**config.mk**
```make
export PLATFORM = sky130hd
export DESIGN_NAME = ram_datos_dump_reader
export DESIGN_NICKNAME = d
export VERILOG_FILES = /design/src/rtl/ram_dump_pkg.sv /design/src/rtl/ram_datos_dump_reader.sv
export SDC_FILE = /design/constraint.sdc
export NUM_CORES = 1
export LEC_CHECK = 0
export BUFFER_PORTS_ARGS = -buffer_cell sky130_fd_sc_hd__buf_2
export CAP_MARGIN = 5
export CORE_MARGIN = 1
export CORE_UTILIZATION = 40
export CTS_BUF_LIST = sky130_fd_sc_hd__clkbuf_2 sky130_fd_sc_hd__clkbuf_4 sky130_fd_sc_hd__clkbuf_8
export CTS_CLUSTER_DIAMETER = 100
export CTS_CLUSTER_SIZE = 8
export DETAILED_ROUTE_END_ITERATION = 7
export PLACE_DENSITY = 0.66
export SLEW_MARGIN = 25
export SYNTH_ARGS = -nofsm -noshare
export SYNTH_HDL_FRONTEND = slang
export SYNTH_SLANG_ARGS = --single-unit
```
**constraint.sdc**
```tcl
create_clock -name clka -period 2 [get_ports clka]
set_input_delay 0.1 -clock clka [delete_from_list [all_inputs] [get_ports clka]]
set_output_delay 0.1 -clock clka [all_outputs]
set_load 0.05 [all_outputs]
```
**src/rtl/ram_dump_pkg.sv**
```systemverilog
// Shared types and width helpers for the data-RAM dump reader.
// clogb2 matches the ram_datos address-width calculation.
package ram_dump_pkg;

    typedef enum logic [2:0] {
        ST_IDLE  = 3'd0,
        ST_ISSUE = 3'd1,
        ST_WAIT  = 3'd2,
        ST_SEND  = 3'd3,
        ST_FIN   = 3'd4
    } dump_state_e;

    // Number of bits needed to hold 'depth'; clogb2(1023) = 10.
    function automatic int clogb2(input int depth);
        int d;
        int r;
        d = depth;
        r = 0;
        while (d > 0) begin
            d = d >> 1;
            r = r + 1;
        end
        return r;
    endfunction

    function automatic int nbytes(input int width);
        return (width + 7) / 8;
    endfunction

endpackage

```
**src/rtl/ram_datos_dump_reader.sv**
```systemverilog
// Reads a run of words from the data RAM and streams them LSB-first as bytes
// over a valid/ready interface toward the debug-unit UART transmitter.
module ram_datos_dump_reader
    import ram_dump_pkg::*;
#(
    parameter int RAM_WIDTH    = 16,
    parameter int RAM_DEPTH    = 1024,
    parameter int READ_LATENCY = 1,
    localparam int ADDR_W      = clogb2(RAM_DEPTH - 1)
) (
    input  logic              clka,
    input  logic              rst_n,
    input  logic              i_start,
    input  logic [ADDR_W-1:0] i_base_addr,
    input  logic [ADDR_W:0]   i_count,
    output logic [ADDR_W-1:0] o_ram_addr,
    output logic              o_ram_en,
    input  logic [RAM_WIDTH-1:0] i_ram_data,
    output logic [7:0]        o_tx_data,
    output logic              o_tx_valid,
    input  logic              i_tx_ready,
    output logic              o_busy,
    output logic              o_done
);

    localparam int NB     = nbytes(RAM_WIDTH);
    localparam int SH_W   = NB * 8;
    localparam int BIDX_W = clogb2(NB);
    localparam int LAT_W  = clogb2(READ_LATENCY);

    localparam logic [ADDR_W:0]   DEPTH_C   = (ADDR_W + 1)'(RAM_DEPTH);
    localparam logic [ADDR_W:0]   ONE_WORD  = (ADDR_W + 1)'(1);
    localparam logic [ADDR_W-1:0] LAST_ADDR = ADDR_W'(RAM_DEPTH - 1);
    localparam logic [BIDX_W-1:0] LAST_BYTE = BIDX_W'(NB - 1);
    localparam logic [LAT_W-1:0]  LAT_LAST  = LAT_W'(READ_LATENCY - 1);

    dump_state_e state_q, state_d;

    logic [ADDR_W-1:0] addr_q;
    logic [ADDR_W:0]   remain_q;
    logic [SH_W-1:0]   shift_q;
    logic [BIDX_W-1:0] byte_q;
    logic [LAT_W-1:0]  wait_q;
    logic              busy_q;

    logic [ADDR_W:0]   count_clamped;
    logic [ADDR_W-1:0] addr_next;
    logic              xfer;
    logic              last_byte;
    logic              last_word;
    logic              lat_done;

    assign count_clamped = (i_count > DEPTH_C) ? DEPTH_C : i_count;
    // Explicit wrap so non-power-of-two depths return to word 0.
    assign addr_next     = (addr_q == LAST_ADDR) ? '0 : addr_q + ADDR_W'(1);
    assign xfer          = (state_q == ST_SEND) && i_tx_ready;
    assign last_byte     = (byte_q == LAST_BYTE);
    assign last_word     = (remain_q == ONE_WORD);
    assign lat_done      = (wait_q == LAT_LAST);

    always_ff @(posedge clka or negedge rst_n) begin
        if (!rst_n) state_q <= ST_IDLE;
        else        state_q <= state_d;
    end

    always_comb begin
        state_d    = state_q;
        o_ram_en   = 1'b0;
        o_tx_valid = 1'b0;
        o_done     = 1'b0;
        case (state_q)
            ST_IDLE: begin
                if (i_start) state_d = (count_clamped == '0) ? ST_FIN : ST_ISSUE;
            end
            ST_ISSUE: begin
                o_ram_en = 1'b1;
                state_d  = ST_WAIT;
            end
            ST_WAIT: begin
                if (lat_done) state_d = ST_SEND;
            end
            ST_SEND: begin
                o_tx_valid = 1'b1;
                if (xfer && last_byte) state_d = last_word ? ST_FIN : ST_ISSUE;
            end
            ST_FIN: begin
                o_done  = 1'b1;
                state_d = ST_IDLE;
            end
            default: state_d = ST_IDLE;
        endcase
    end

    always_ff @(posedge clka or negedge rst_n) begin
        if (!rst_n) begin
            addr_q   <= '0;
            remain_q <= '0;
            shift_q  <= '0;
            byte_q   <= '0;
            wait_q   <= '0;
            busy_q   <= 1'b0;
        end else begin
            case (state_q)
                ST_IDLE: begin
                    if (i_start) begin
                        addr_q   <= i_base_addr;
                        remain_q <= count_clamped;
                        busy_q   <= 1'b1;
                    end
                end
                ST_ISSUE: wait_q <= '0;
                ST_WAIT: begin
                    // RAM output is settled here; zero-extend to pad the top byte.
                    if (lat_done) begin
                        shift_q <= SH_W'(i_ram_data);
                        byte_q  <= '0;
                    end else begin
                        wait_q <= wait_q + LAT_W'(1);
                    end
                end
                ST_SEND: begin
                    if (xfer) begin
                        shift_q <= shift_q >> 8;
                        byte_q  <= byte_q + BIDX_W'(1);
                        if (last_byte) begin
                            remain_q <= remain_q - ONE_WORD;
                            if (!last_word) addr_q <= addr_next;
                        end
                    end
                end
                ST_FIN: busy_q <= 1'b0;
                default: ;
            endcase
        end
    end

    assign o_ram_addr = addr_q;
    assign o_tx_data  = shift_q[7:0];
    assign o_busy     = busy_q;

endmodule

```
Word-level counts from Yosys, hierarchy flattened --
Index checks and enable logic that the tools add are counted.
Cells by class: $mul 0, shift-type cells 0, $lt $le $gt $ge 1, reductions and logical operators 13, $add $sub $neg 4, equality and inequality tests 13, div/mod/pow operators 0, bitwise gates (word level) 0, mux-type cells 30
Operators with widths (count):
- 10-bit 2-to-1 mux | 5
- 11-bit 2-to-1 mux | 4
- 16-bit 2-to-1 mux | 2
- 16-bit case mux with 2 select lines | 1
- 11-bit case mux with 2 select lines | 1
- 10-bit case mux with 2 select lines | 1
- 3-bit 2-to-1 mux | 5
- 3-bit case mux with 4 select lines | 1
- 11-bit by 1-bit equality test with 1-bit output (second input constant) | 1
- 11-bit greater-than comparator (second input constant) | 1
- 11-bit logical NOT | 1
- 11-bit by 1-bit subtractor with 11-bit output (second input constant) | 1
- 10-bit by 1-bit adder with 10-bit output (second input constant) | 1
- 10-bit equality test (second input constant) | 1
- 2-bit != test (second input constant) | 5
- 2-bit nonzero test | 4
- 3-bit by 2-bit equality test with 1-bit output (second input constant) | 2
- 3-bit AND reduction | 2
- 1-bit 2-to-1 mux | 5
- 5-bit AND reduction | 1
- 2-bit 2-to-1 mux | 2
- 1-bit case mux with 2 select lines | 2
- 2-bit case mux with 2 select lines | 1
- 4-bit AND reduction | 1
- 9 further kinds | 10
Storage, ports and cells: memories kept 0, input bits 41, bits in registers 44, bits in writable memories 0, latch bits 0, bits in read-only memories 0, output and inout port bits 22

Depth between registers and ports, before layout --
Gate-level depths: netlist (run 1).
depth after elaboration 6, gate-level depth with buffers 8, gate-level depth less buffers 7

Worst setup path after synthesis (run 1) --
No wires, ideal clock.
path kind register to register, start register addr_q[0] (netlist: o_ram_addr[0]), end register addr_q[1] (netlist: o_ram_addr[1]), path slack 0.009 ns, data required time 1.874 ns, buffers on the path 0, clock period less this slack 1.991 ns, stages on the path, launching flop included 7, arrival time 1.865 ns, cells stage by stage dfrtp_1 > ha_1 > nand4_1 > o31ai_2 > inv_1 > a221oi_1 > nor2_1
Between the ends: longest elaborated chain between the ends 6, elaborated cells on any way between the ends 7, classes of those cells 1 x add/sub; 1 x eq/ne; 5 x mux
RTL lines:
- start, declared | line ram_datos_dump_reader.sv:39 | logic [ADDR_W-1:0] addr_q;
- start signal, assigned | line ram_datos_dump_reader.sv:106 | addr_q <= i_base_addr;
- start signal, assigned | line ram_datos_dump_reader.sv:127 | if (!last_word) addr_q <= addr_next;
- 10-bit by 1-bit adder with 10-bit output or 10-bit equality test (tied branches) | line ram_datos_dump_reader.sv:55 | assign addr_next = (addr_q == LAST_ADDR) ? '0 : addr_q + ADDR_W'(1);
- 10-bit 2-to-1 mux (*) | line ram_datos_dump_reader.sv:55
- 10-bit 2-to-1 mux (*) | line ram_datos_dump_reader.sv:127
- 10-bit 2-to-1 mux (*) | line ram_datos_dump_reader.sv:125 | if (last_byte) begin
- 10-bit 2-to-1 mux (*) | line ram_datos_dump_reader.sv:122 | if (xfer) begin
- 10-bit case mux with 2 select lines (*) | line ram_datos_dump_reader.sv:103 | case (state_q)
Mark *: on every way between the ends. The rest lies on a longest branch, timed or not. The select of a mux whose other input is x is not followed. A chain may end at the register's enable or synchronous reset.

Worst setup path after layout (run 1) --
start register state_q[0], end output o_tx_valid
Between the ends: longest elaborated chain between the ends 2
RTL lines:
- start, declared | line ram_datos_dump_reader.sv:37 | dump_state_e state_q, state_d;
- start signal, assigned | line ram_datos_dump_reader.sv:63 | else state_q <= state_d;
- 3-bit by 2-bit equality test with 1-bit output | line ram_datos_dump_reader.sv:71 | case (state_q)
- 1-bit 2-to-1 mux | line ram_datos_dump_reader.sv:71
- end, declared | line ram_datos_dump_reader.sv:20 | output logic o_tx_valid,
Every way passes these cells.

==> impl_metrics.tcl, run 1 <==
set metrics [dict create \
    report.final.hold_viol_count 0 \
    grt_pass1_vias 2107 \
    syn_avg_cell_area_um2 9.154 \
    setup_violations 0 \
    place_area_um2 2830 \
    ios 63 \
    clockPowerShare 0.130 \
    arrival_ns 1.84 \
    cts.path.max_buffers 2 \
    cp_max_fo 23 \
    ys_seq_area_frac 0.4370 \
    holdWs_ns 0.01606 \
    rows 28 \
    fmax_ghz 0.5152 \
    fin_crit_sh 0.9705 \
    relSlewSlack 0.6255 \
    swShare 0.5013 \
    setup.worst_path.class "flip-flop to output port" \
    r2r.worst_path.cells 6 \
    cts-root-buf "clkbuf_8" \
    drc 0 \
    worstSetupEndpointType "output port" \
    leakage_nw 1.383 \
    initial_core_util 0.4159 \
    hp-class "input port to flip-flop" \
    drt-total-wl_mm 5.910 \
    p_int_mw 2.703 \
    ir_worst_vdd_mv 1.027 \
    synth.largest_area_cell "dfrtp_1" \
    clk_pin_slew_ns 0.09 \
    synth_nets 314 \
    drv_slew 0 \
    worst_slew_pin_slew_ns 0.5605 \
    grt.overflow.total 0 \
    cp-start-kind "flip-flop" \
    hpwlAfterDp_mm 4.219 \
    antenna_found_initial 0 \
    core_um2 5921 \
    grt_max_degree 29 \
    whs_path_depth 2 \
    ys_top_cells_by_area "dfrtp_1, o21ai_0, nand2_1" \
    p_seq_frac 0.308 \
    fin_crit_ns 1.941 \
    vias 2209 \
    async_flop_share 1.000 \
    tritoncts "yes" \
    synth.ff_latch_count 43 \
    avgRoutedWirePerCell_um 14.59 \
    synth-edff-count 0 \
    ff2ff_setup_slack_ns 0.17 \
    yosys_warnings 0 \
    die_h_um 80.46 \
    area_growth_pct 20.83 \
    fin_util 0.5025 \
    cts_setup_buffers 0 \
    p_switching_mw 2.716 \
    worstPathRequired_ns 1.90 \
    mostFrequentLayoutCells "buf_2, dfrtp_1, nand2_1" \
    drt-pass1-iter-count 4 \
    viasPerCell 5.454 \
    drt_iter0_markers 130 \
    synth_ff_type "dfrtp_1" \
    portBuffers 62 \
    dieArea_um2 6474 \
    finalInstanceArea_um2 2975 \
    drive_above_1_share 0.2818 \
    cap_violations 0 \
    num_antenna_cells 0 \
    cts_buffers 5 \
    synth_top_cell_area_share 0.4370 \
    p_per_area_nw_per_um2 1821 \
    pwr-share-comb 0.562 \
    grt_usage 0.2004 \
    finClkSkew_ns 0.007461 \
    gp_congestion 0.8893 \
    syn_area_um2 2462 \
    yosys.cell_types.count 47 \
    grt_first_pass_wirelength_mm 9.949 \
    cts_max_level 2 \
    clk_latency_ns 0.30 \
    status "completed" \
    final_common_cell "buf_2" \
    final_net_count 374 \
    die_w_um 80.46 \
    syn_inst 269 \
    clkSinkCount 43 \
    drtAntennaViolNets 0 \
]
-- per-layer routing --
layer  track usage  part of all wire  vias to the layer above
li1              -                 -                     1096
met1        0.2605              0.46                     1052
met2        0.3322              0.48                       51
met3       0.03977             0.045                       10
met4       0.06429             0.015                        0
met5             0                 0                        -
-- power by group through the flow --
stage	Combinational [mW]	Sequential (mW)	Clock [mW]
global route	3.37	1.74	0.758
finish	3.04	1.67	0.706
global placement	2.96	1.66	0
CTS	3.02	1.66	0.721
detailed placement	3.01	1.67	0
floorplan	2.12	1.90	0
-- stage by stage --
stage / setup TNS, ns / instances / setup WS (ns) / total power, mW
floorplan: 0 / 269 / 0.009296 / 4.026
global route: -0.007993 / 405 / -0.007993 / 5.870
detailed placement: 0 / 396 / 0.1051 / 4.676
CTS: 0 / 405 / 0.08566 / 5.399
finish: 0 / 405 / 0.05895 / 5.419
global placement: 0 / 396 / 0.1369 / 4.623
-- worst max-delay path, cell delays in order (launching register included) --
cell      delay (ns)
dfrtp_1         0.52
buf_4           0.21
nand3b_4        0.08
inv_2           0.10
buf_4           0.30
clkbuf_4        0.30
-- registers in the layout, indices dropped and copies added, names as in the netlist --
register	flops
o_ram_addr	10
byte_q	2
shift_q	16
remain_q	11
state_q	3
o_busy	1
-- cell families (layout without fill, tap and decap cells) --
group                      count (synthesis)  count (layout)  share of synthesized area
AOI/OAI and AO/OA                         91              91                     0.2454
adders and majority gates                  4               4                    0.02033
and+or+nand+nor                           92              92                     0.1946
DFF                                       43              43                     0.4370
buffers and inverters                     31              92                    0.07012
muxes                                      8               8                    0.03252
-- area by class of cell --
cell class / count / area [µm²]
Fill cell: 579 / 2945
Multi-Input combinational cell: 195 / 1230
Sequential cell: 43 / 1077
Timing Repair Buffer: 75 / 425.4
Tap cell: 75 / 93.84
Clock buffer: 5 / 68.82
Clock inverter: 3 / 46.29
Inverter: 9 / 33.78
-- path summary, 6_finish.rpt --
path	start	endpoint
setup / recovery	state_q[0]	o_tx_valid
hold / removal	i_ram_data[11]	shift_q[11]
setup reg to reg	state_q[0]	remain_q[10]
hold reg to reg	shift_q[2]	shift_q[2]
max in group asynchronous	rst_n	state_q[1]
min in group asynchronous	rst_n	state_q[0]
-- synthesized netlist by cell type (2+ instances only) --
master / instances
buf_4: 12
nor4_1: 6
and2_1: 4
dfrtp_1: 43
nor3_1: 6
a221o_1: 2
a32oi_1: 2
o21ai_1: 8
a21oi_1: 19
a41o_1: 2
inv_1: 8
mux2i_1: 8
buf_2: 9
a21o_1: 2
ha_1: 4
nand4_1: 4
a22oi_1: 2
a31oi_1: 5
nor2_1: 18
o21ai_0: 27
nand2_1: 31
o31ai_1: 2
nor3b_1: 5
nor2b_1: 2
a22o_1: 8
nand3_1: 9
-- what timing repair did --
item / in CTS / in global routing
hold buffers: 1 / 0
endpoints found under the hold margin: 21 / 0
resized for setup: 0 / 4
endpoints found under the setup margin: 0 / 10
(Power assumes the default switching activity.)
==> run 2: changes to the inputs <==
==> constraint.sdc (replaced) <==
create_clock -name clka -period 2 [get_ports clka]
set_input_delay 0.4 -clock clka [delete_from_list [all_inputs] [get_ports clka]]
set_output_delay 0.4 -clock clka [all_outputs]
set_load 0.05 [all_outputs]
==> run 2 against run 1 <==
Global-route usage fell by 0.93 points. Flip-flop and latch count did not move. Non-clock buffer count did not move. Routed wire length fell by 2.6%. Cell count did not move. Critical path type is now flip-flop to flip-flop. Via count barely moved. First-iteration DRC count rose by 27%. Core utilization fell by 0.57 points. Clock skew fell by 0.0010 ns. Largest power group unchanged. Sequential share of layout area rose by 0.46 points. Hold slack improved by 0.072 ns. Design area fell by 1.1%.
==> impl_metrics.tcl, run 2 (same netlist as run 1, synthesis figures left out) <==
set metrics [dict create \
    cts_max_level 2 \
    num_antenna_cells 0 \
    grt.overflow.total 0 \
    drt-total-wl_mm 5.759 \
    report.final.hold_viol_count 0 \
    antenna_found_initial 0 \
    ios 63 \
    drt_iter0_markers 165 \
    die_w_um 80.46 \
    vias 2211 \
    clk_latency_ns 0.29 \
    area_growth_pct 19.46 \
    hp-class "input port to async pin" \
    drt-pass1-iter-count 4 \
    p_switching_mw 2.677 \
    regArea_um2 1079 \
    final_net_count 374 \
    hold_buffers 0 \
    arrival_ns 2.08 \
    crit_start "o_ram_addr[0]" \
    drive_above_1_share 0.2909 \
    fin_util 0.4968 \
    drv_slew 0 \
    gp_congestion 0.9215 \
    final_common_cell "buf_2" \
    clk_pin_slew_ns 0.08 \
    grt_max_degree 29 \
    grt_pass1_vias 2112 \
    p_seq_frac 0.314 \
    hpwlAfterDp_mm 4.231 \
    cap_violations 0 \
    grt_use_met1 0.2548 \
    cts_buffers 5 \
    final.fill_count 574 \
    p_per_area_nw_per_um2 1800 \
    grt_use_met3 0.03182 \
    initial_core_util 0.4159 \
    ir_worst_vdd_mv 0.9063 \
    fmax_ghz 0.5257 \
    grt_setup_unrepaired "true" \
    pwr-share-comb 0.573 \
    p_int_mw 2.618 \
    cp_max_fo 6 \
    busiest_layer "met2" \
    cts.path.max_buffers 2 \
    relSlewSlack 0.6105 \
    dieArea_um2 6474 \
    grt_first_pass_wirelength_mm 9.632 \
    swShare 0.5055 \
    drc 0 \
    mostFrequentLayoutCells "buf_2, dfrtp_1, nand2_1" \
    fin_crit_ns 1.902 \
    tritoncts "yes" \
    finClkSkew_ns 0.006413 \
    use_met2 0.3178 \
    viasPerCell 5.459 \
    grt_usage 0.1912 \
    portBuffers 62 \
    clockPowerShare 0.113 \
    fin_crit_sh 0.9511 \
    worst_slew_pin_slew_ns 0.5829 \
    die_h_um 80.46 \
    drtAntennaViolNets 0 \
    cts-root-buf "clkbuf_8" \
    setup.worst_path.class "flip-flop to flip-flop" \
    largest_register "shift_q" \
    core_um2 5921 \
    status "completed" \
    power.total_mw 5.296 \
    clkSinkCount 43 \
    avgRoutedWirePerCell_um 14.22 \
    largest_register_ff_count 16 \
    worstSetupEndpointType "flip-flop" \
    cp-start-kind "flip-flop" \
    setup_violations 0 \
    r2r_start "o_ram_addr[0]" \
    rows 28 \
    leakage_nw 1.378 \
    worstPathRequired_ns 2.18 \
    multiInputGateArea_um2 1226 \
]
run 2: power by group through the flow:
| stage | Combinational [mW] | Clock [mW] | Sequential (mW) |
|---|---|---|---|
| floorplan | 2.13 | 0 | 1.90 |
| global placement | 2.96 | 0 | 1.65 |
| detailed placement | 3.01 | 0 | 1.67 |
| CTS | 3.02 | 0.621 | 1.66 |
| global route | 3.35 | 0.649 | 1.73 |
| finish | 3.03 | 0.598 | 1.66 |
run 2: per-layer routing:
metal | part of all wire | wire length (µm)
met5 | 0 | 0
met2 | 0.48 | 2749
met1 | 0.47 | 2728
met3 | 0.037 | 215
met4 | 0.012 | 67
run 2: final cells by class:
type	instances	share of cell area
Sequential cell	43	0.3667
Tap cell	75	0.03190
Clock inverter	1	0.002977
Clock buffer	7	0.03063
Multi-Input combinational cell	195	0.4168
Timing Repair Buffer	75	0.1395
Inverter	9	0.01148
run 2: what timing repair did:
| action | 4_1_cts | 5_1_grt |
|---|---|---|
| endpoints found under the hold margin | 0 | 0 |
| endpoints found under the setup margin | 1 | 3 |
| resized for setup | 1 | 3 |
| setup buffers | 0 | 0 |
run 2: worst paths after layout:
| kind | cells after the start | end | slack, ns |
|---|---|---|---|
| worst max-delay path | 6 | o_ram_addr[1] | 0.1 |
| max in group asynchronous | 2 | state_q[1] | 1.35 |
| min in group clka | 2 | shift_q[14] | 0.33 |
| worst max register to register | 6 | o_ram_addr[1] | 0.1 |
| worst min register to register | 2 | shift_q[6] | 0.47 |
| worst min-delay path | 1 | remain_q[4] | 0.09 |
run 2: metrics by stage:
step                      area, µm²  hold WS [ns]  TNS [ns]  worst slack, ns  instances
after floorplan                2467        0.1044         0         0.009296        269
after global placement         2830        0.4278         0           0.1403        397
after detailed placement       2830        0.4293         0          0.08633        397
after CTS                      2930        0.1089         0          0.04463        405
after global routing           2942        0.1262  -0.03815         -0.03815        405
final                          2942       0.08775         0          0.09773        405
run 2: critical path, stage by stage (launching register included):
cell and delay [ns]:
dfrtp_1 0.44, ha_1 0.24, nand4_1 0.21, o31ai_2 0.49, inv_1 0.08, a221oi_1 0.26
nor2_1 0.07
==> run 3: changes to the inputs <==
- BUFFER_PORTS_ARGS: -buffer_cell sky130_fd_sc_hd__buf_2 -> not set
- CORE_UTILIZATION: 40 -> 60
- DONT_BUFFER_PORTS: not set -> 1
- PLACE_DENSITY: 0.66 -> 0.79
==> run 3 against run 2 <==
Via count is 6.3% lower. Die area is 33% lower. Power is 1.6% lower. Non-clock buffer count is 50 lower. Combinational power is 7.9% lower. Critical path type is now flip-flop to output port. Largest power group unchanged. Highest routed layer unchanged.
==> impl_metrics.tcl, run 3 (same netlist as run 1, synthesis figures left out) <==
set metrics [dict create \
    routed.top_layer "met4" \
    drv_slew 0 \
    met1_length_mm 2.489 \
    cts.path.max_buffers 2 \
    r2r_start "state_q[1]" \
    cap_violations 0 \
    ff2ff_setup_slack_ns 0.16 \
    num_antenna_cells 0 \
    dp.cells 318 \
    finClkSkew_ns 0.004314 \
    clk_latency_ns 0.30 \
    worstSetupEndpointType "output port" \
    relSlewSlack 0.5609 \
    largest_register_ff_count 16 \
    status "completed" \
    worstReg2RegEnd "remain_q[4]" \
    cts-root-buf "clkbuf_8" \
    ir_worst_vdd_mv 0.9291 \
    tritoncts "yes" \
    finalNonFillerCells 328 \
    drive_above_1_share 0.1607 \
    fin_crit_sh 0.9528 \
    setup_violations 0 \
    gp_congestion 0.8617 \
    antenna_found_initial 0 \
    report.final.hold_viol_count 0 \
    drc 0 \
    largest_register "shift_q" \
    area_growth_pct 9.045 \
    grt_setup_unrepaired "false" \
    hpwlAfterDp_mm 3.662 \
    whs_path_depth 2 \
    worstPathRequired_ns 1.60 \
    grt.overflow.total 0 \
    cts_buffers 5 \
    grt_pass1_vias 1902 \
    fin_crit_ns 1.906 \
    arrival_ns 1.51 \
    worst_slew_pin_slew_ns 0.6527 \
    cp_max_fo 19 \
    dieArea_um2 4364 \
    initial_core_util 0.6482 \
    post-place-ws_ns 0.1463 \
    hold-path-endpoint "remain_q[7]" \
    fmax_ghz 0.5248 \
    die_w_um 66.06 \
    drtAntennaViolNets 0 \
    mostFrequentLayoutCells "dfrtp_1, nand2_1, o21ai_0" \
    final.fill_count 285 \
    drt-total-wl_mm 5.340 \
    finalInstanceArea_um2 2685 \
    core_um2 3799 \
    die_h_um 66.06 \
    hp-class "input port to flip-flop" \
    vias 2072 \
    ios 63 \
    wl_met2_mm 2.414 \
    r2r.worst_path.cells 4 \
    rows 22 \
    avgRoutedWirePerCell_um 16.28 \
    grt_first_pass_wirelength_mm 8.776 \
    cts_setup_buffers 0 \
    drt-pass1-iter-count 4 \
    cp-start-kind "flip-flop" \
    portBuffers 0 \
    setup.worst_path.class "flip-flop to output port" \
    clk_pin_slew_ns 0.08 \
    place_area_um2 2561 \
    drt_iter0_markers 159 \
    leakage_nw 1.177 \
    final_net_count 324 \
    grt_usage 0.2660 \
    viasPerCell 6.317 \
    fin_ws_ns 0.09446 \
    finalSetupTns_ns 0 \
    clkSinkCount 43 \
    grt_max_degree 44 \
    power.total_mw 5.211 \
    p_per_area_nw_per_um2 1941 \
    hold_start "i_count[7]" \
    route.met3.wl_um 369 \
    final_common_cell "dfrtp_1" \
    cts_max_level 2 \
]
run 3: what timing repair did:
item	4_1_cts	5_1_grt
setup endpoints to repair	1	5
hold buffers	2	0
gates resized for setup	1	2
gates cloned	0	0
hold endpoints to repair	43	0
run 3: critical path, stage by stage, from the launching register on:
cell,delay [ns]
dfrtp_2,0.44
buf_4,0.17
nand3b_4,0.10
inv_4,0.21
buf_4,0.28
run 3: report_power, final:
group          leakage, nW  total, mW  internal, mW  switching [mW]
logic                0.602       2.79          1.04            1.75
clock network       0.0446      0.564         0.258           0.306
registers            0.530       1.86          1.26           0.596
total                 1.18       5.21          2.56            2.65
run 3: layout make-up:
type / count / area [µm²] / area share
Clock inverter: 2 / 12.51 / 0.004660
Multi-Input combinational cell: 195 / 1219 / 0.4539
Timing Repair Buffer: 25 / 202.7 / 0.07549
Inverter: 9 / 36.28 / 0.01351
Sequential cell: 43 / 1079 / 0.4017
Tap cell: 48 / 60.06 / 0.02237
Clock buffer: 6 / 76.32 / 0.02842
run 3: worst max path at each step:
stage | slack [ns] | startpoint | to | cells past startpoint
2_1_floorplan | 0.009 | o_ram_addr[0] | o_ram_addr[1] | 6
3_3_place_gp | 0.19 | state_q[1] | remain_q[4] | 4
3_5_place_dp | 0.15 | state_q[1] | remain_q[4] | 4
4_1_cts | 0.03 | state_q[0] | o_tx_valid | 4
5_1_grt | 0.005 | state_q[1] | o_done | 3
6_report | 0.09 | state_q[0] | o_tx_valid | 4
run 3: metrics by stage:
step,hold slack (ns),utilization
3_3_place_gp,0.1052,0.6742
5_1_grt,0.2267,0.7069
6_report,0.2194,0.7069
4_1_cts,0.2121,0.7062
3_5_place_dp,0.1053,0.6742
2_1_floorplan,0.1044,-
run 3: metal layers:
metal,GRT usage,vias up
li1,-,995
met1,0.3693,988
met2,0.3992,83
met3,0.06724,6
met4,0.09840,0
met5,0,-
